==> config.mk <==
export PLATFORM = sky130hd
export DESIGN_NAME = flash_rom_controller
export DESIGN_NICKNAME = d
export VERILOG_FILES = /design/src/rtl/flash_rom_controller_pkg.sv /design/src/rtl/flash_rom_controller_timer.sv /design/src/rtl/flash_rom_controller.sv
export SDC_FILE = /design/constraint.sdc
export NUM_CORES = 1
export LEC_CHECK = 0
export CAP_MARGIN = 10
export CORE_MARGIN = 5
export CORE_UTILIZATION = 43
export CTS_CLUSTER_DIAMETER = 80
export DETAILED_ROUTE_END_ITERATION = 8
export PLACE_DENSITY = 0.92
export SLEW_MARGIN = 15
export SYNTH_ARGS = -nofsm -noshare
export SYNTH_HDL_FRONTEND = slang
export SYNTH_SLANG_ARGS = --single-unit
==> constraint.sdc <==
create_clock -name clk -period 3 [get_ports clk]
set_input_delay 0.75 -clock clk [delete_from_list [all_inputs] [get_ports clk]]
set_output_delay 0.75 -clock clk [all_outputs]
set_load 0.1 [all_outputs]
==> src/rtl/flash_rom_controller_pkg.sv <==
// Shared ROM definitions: read-cycle state encoding, default bus sizes,
// byte zero-extension and timer width helper. The ROM arbiter uses these too.
package flash_rom_controller_pkg;

    typedef enum logic [1:0] {
        IDLE    = 2'd0,
        ACCESS  = 2'd1,
        RECOVER = 2'd2
    } romState_t;

    localparam int ROM_ADDR_DEFAULT = 24;
    localparam int WIDTH_DEFAULT    = 16;

    // Widest data bus any ROM client uses; callers cast down to their width.
    localparam int EXT_MAX_WIDTH    = 64;

    // Zero-extend a byte read so clients never see stale upper lanes.
    function automatic logic [EXT_MAX_WIDTH-1:0] zeroExtendByte(input logic [7:0] b);
        return {{(EXT_MAX_WIDTH-8){1'b0}}, b};
    endfunction

    // Down-counter width able to hold cycles-1, never narrower than one bit.
    function automatic int counterWidth(input int cycles);
        return (cycles > 1) ? $clog2(cycles) : 1;
    endfunction

endpackage

==> src/rtl/flash_rom_controller_timer.sv <==
// Loadable down-counter with a zero flag; times flash access windows and is
// meant to be reused for program/erase pulse timing later.
module rom_access_timer
    import flash_rom_controller_pkg::*;
#(
    parameter int CYCLES = 6
) (
    input  logic                             clk,
    input  logic                             rst,
    input  logic                             load,
    input  logic                             enable,
    input  logic [counterWidth(CYCLES)-1:0]  loadValue,
    output logic                             zero
);

    localparam int CW = counterWidth(CYCLES);

    logic [CW-1:0] count;

    // Load wins over counting; counting stops at the terminal count.
    always_ff @(posedge clk) begin
        if (rst) begin
            count <= '0;
        end else if (load) begin
            count <= loadValue;
        end else if (enable && (count != '0)) begin
            count <= count - 1'b1;
        end
    end

    assign zero = (count == '0);

endmodule

==> src/rtl/flash_rom_controller.sv <==
// Read-only parallel NOR flash responder for the ROM arbiter: one timed
// asynchronous read per accepted request, result held until the next read.
//
//   state   | meaning
//   --------+-----------------------------------------------------------
//   IDLE    | ready, strobes high, waiting for load
//   ACCESS  | CE/OE low, timer counting down; capture at terminal count
//   RECOVER | one bus-turnaround cycle with strobes high
//
// byteRead is the request's byte/word select (1 = byte read).
module flash_rom_controller
    import flash_rom_controller_pkg::*;
#(
    parameter int WIDTH         = WIDTH_DEFAULT,
    parameter int ROM_ADDR      = ROM_ADDR_DEFAULT,
    parameter int ACCESS_CYCLES = 6
) (
    input  logic                clk,
    input  logic                rst,
    input  logic [ROM_ADDR-1:0] addr,
    input  logic                load,
    input  logic                byteRead,
    output logic                ready,
    output logic [WIDTH-1:0]    data,
    output logic [ROM_ADDR-1:0] flash_addr,
    input  logic [WIDTH-1:0]    flash_data,
    output logic                flash_ce_n,
    output logic                flash_oe_n,
    output logic                flash_we_n,
    output logic                flash_byte_n,
    output logic                flash_rp_n
);

    localparam int CW = counterWidth(ACCESS_CYCLES);

    romState_t state, nextState;
    logic      timerLoad;
    logic      timerEnable;
    logic      timerZero;
    logic      capture;

    rom_access_timer #(
        .CYCLES(ACCESS_CYCLES)
    ) u_timer (
        .clk      (clk),
        .rst      (rst),
        .load     (timerLoad),
        .enable   (timerEnable),
        .loadValue(CW'(ACCESS_CYCLES - 1)),
        .zero     (timerZero)
    );

    // State register.
    always_ff @(posedge clk) begin
        if (rst) state <= IDLE;
        else     state <= nextState;
    end

    // Next-state and per-cycle control decode.
    always_comb begin
        nextState   = state;
        timerLoad   = 1'b0;
        timerEnable = 1'b0;
        capture     = 1'b0;
        unique case (state)
            IDLE: begin
                if (load) begin
                    timerLoad = 1'b1;
                    nextState = ACCESS;
                end
            end
            ACCESS: begin
                if (timerZero) begin
                    capture   = 1'b1;
                    nextState = RECOVER;
                end else begin
                    timerEnable = 1'b1;
                end
            end
            RECOVER: nextState = IDLE;
            default: nextState = IDLE;
        endcase
    end

    // Registered flash pins and read result; strobes follow the next state so
    // they are low exactly while the FSM sits in ACCESS.
    always_ff @(posedge clk) begin
        if (rst) begin
            data         <= '0;
            flash_addr   <= '0;
            flash_ce_n   <= 1'b1;
            flash_oe_n   <= 1'b1;
            flash_byte_n <= 1'b1;
            flash_rp_n   <= 1'b0;
        end else begin
            flash_rp_n <= 1'b1;
            flash_ce_n <= (nextState != ACCESS);
            flash_oe_n <= (nextState != ACCESS);
            if (timerLoad) begin
                flash_addr   <= addr;
                flash_byte_n <= ~byteRead;
            end
            if (capture) begin
                data <= flash_byte_n ? flash_data
                                     : WIDTH'(zeroExtendByte(flash_data[7:0]));
            end
        end
    end

    assign ready      = (state == IDLE);
    assign flash_we_n = 1'b1;

endmodule

==> results.tsv <==
metric	value	unit
layout.nets	343	
power.switching	0.000654	W
p_seq_share	40.1	%
leakagePower	1.10	nW
final.min_clock_period	2090	ps
syn_nets	264	
dpl.cell_count	340	
syn_area	1860	µm²
yosysMostFrequentCell	nand2_1	
diodes	0	
cap_violations	0	
antenna_left	0	
synth.avg_cell_area	8.51	µm²
initialDrtViolationCount	48	
yosys.area.top_type	dfxtp_1	
outcome	finished clean	
cts_tree	done	
clkTransAtPathRegs	80	ps
die_area	5730	µm²
p_clk_share	27.9	%
min_path_type	flop to flop	
dr.pass1.iters	4	
yosys_most_used_dff	dfxtp_1	
setup_viol	0	
cts_made_buffers	5	
grt_pass1_vias	1568	
ys_seq_area_share	51.8	%
synth_top_area_share	51.8	%
grt_max_degree	27	
cp.required	3160	ps
hold_violations	0	
cts_root_buffer	clkbuf_8	
cts.path.max_buffers	2	
crit_path_end_kind	flop	
critPathArrivalTime	2260	ps
tightest_slew	876	ps
grt_antenna_before_repair	0	
tns	0	ps
drv_slew	0	
routed_wl	4400	µm
vdd_drop_max	0.372	mV
max_freq	477	MHz
grt_pass1_wl	6710	µm
finClkSkew	6.97	ps
htreeDepth	2	
critPathKind	primary input to flop	
final_cells	348	
synth_edf_count	0	
drive_gt1_share	20.5	%
synth_common_cells	73 x nand2_1, 48 x dfxtp_1, 42 x a21oi_1, 8 x nand3_1, 7 x buf_6	
die_h	75.7	µm
synthArstFlopShare	0	%
synthToLayoutAreaGrowth	44.8	%
synth.distinct_cells	30	
swShare	36.7	%
wl_per_cell	12.6	µm
worstPathCellList	clkdlybuf4s50_1 > or3b_1 > nand2_2 > o211ai_2	
timing.critical_path.buf_inv	1	
grt_usage	15.4	%
crit_family	simple AND/OR/NAND/NOR gates	
boundaryPins	90	
start_util	45.4	%
start_kind	primary input	
p_per_area	662	nW/µm²
drc	0	
die_w	75.7	µm
clkSinkCount	48	
ys_warn_count	0	
period_share	69.8	%
gp_congestion	0.840	
dpl.hpwl	3300	µm
p_int	0.00113	W
netlist_instances	218	
gr-total-overflow	0	
ys_ff_latch	48	
dr_total_vias	1673	
slowest_delay	730	ps
clock_latency	290	ps
viasPerCell	4.81	
fillCellCount	360	
power.share.combinational	32.1	%
hold_buffers	0	
ys_top_cells_by_area	dfxtp_1 52%, nand2_1 15%, a21oi_1 11%	
core	4090	µm²
crit_fanout	26	
io_buffers	88	
grt_setup_unrepaired	no	
postCtsResizedCells	0	
slew_headroom	41.6	%
post-cts-setup-buffers	0	
cp_slowest_cell	or3b_1	
std_cell_rows	23	
path summary, 6_finish.rpt:
| check | cells after the start | to | start | slack [ps] |
|---|---|---|---|---|
| setup / recovery | 4 | flash_byte_n$_SDFFE_PP1P_ | load | 910 |
| hold reg to reg | 2 | flash_addr[15]$_SDFFE_PP0P_ | flash_addr[15]$_SDFFE_PP0P_ | 460 |
| hold / removal | 2 | flash_addr[15]$_SDFFE_PP0P_ | flash_addr[15]$_SDFFE_PP0P_ | 460 |
| setup reg to reg | 5 | data[7]$_SDFFE_PP0P_ | u_timer.count[0]$_SDFFE_PP0P_ | 1300 |
worst register-to-register path, delay by kind of cell, from the launching register on:
| family | cells | cell delay (ps) |
|---|---|---|
| AND/OR/NAND/NOR | 2 | 870 |
| flip-flops | 1 | 300 |
| adder cells (fa/ha/maj) | 1 | 220 |
| AO/OA/AOI/OAI | 1 | 80 |
| buffers and inverters | 1 | 100 |
cell families after synthesis:
logic type      Yosys count  share of synthesized area [%]
buf+inv                  22                           8.56
flops                    48                           51.8
simple gates             96                           23.2
fa+ha+maj                 2                           1.35
other cells               1                          0.202
compound gates           49                           14.9
layer usage:
layer	GRT usage, %	share of wire, %	vias to the layer above
li1	-	-	870
met5	0	0	-
met1	16.7	41	739
met2	26.9	46	59
met3	5.80	11	5
met4	6.41	1.2	0
cells in the final DEF, fill, tap and decap left out:
master and instances:
nand2_1 73, nor3b_4 1, o21a_1 1, buf_4 48, and4bb_2 1, a21oi_1 42
inv_1 3, o2111ai_1 1, and2_1 1, nor2_1 2, nand3_1 8, o41ai_1 1
or3b_1 1, nand2_2 1, conb_1 1, dfxtp_1 48, a2111oi_2 1, ha_1 2
nand2b_1 3, clkdlybuf4s50_1 43, and3_1 1, bufinv_16 1, o211ai_2 1, o21ai_0 1
nand3b_1 1, nand4bb_1 1, o31a_1 1, clkbuf_8 7, nor2b_1 2
flip-flops by register name, summed over array words and instances, names as in the netlist:
register	cells
data	16
flash_addr	24
flash_byte_n	1
flash_oe_n	1
flash_rp_n	1
state	2
u_timer.count	3
per-stage QoR:
step                worst slack (ps)  utilization, %  instance area [µm²]  total power [W]  hold WS (ps)
CTS                              891            65.8                 2690          0.00180           459
global route                     729            65.8                 2690          0.00185           473
floorplan                        564               -                 1860          0.00118           476
global placement                 608            62.7                 2560          0.00129           440
finish                           905            65.8                 2690          0.00178           457
detailed placement               583            62.7                 2560          0.00130           447
cell type report:
cell class	instances	area, µm²	share of cell area, %
Clock buffer	7	96.3	3.58
Sequential cell	48	961	35.8
Tap cell	50	62.6	2.33
Clock inverter	1	30.0	1.12
Timing Repair Buffer	91	791	29.4
Multi-Input combinational cell	148	736	27.4
Inverter	3	11.3	0.419
power by group through the flow:
stage	clock network, W	registers [W]	logic (W)
final	0.000496	0.000713	0.000571
after global routing	0.000527	0.000720	0.000600
after CTS	0.000506	0.000713	0.000576
after detailed placement	0	0.000728	0.000575
after global placement	0	0.000726	0.000568
after floorplan	0	0.000997	0.000180
No activity file was read; power rests on OpenSTA's default activity.
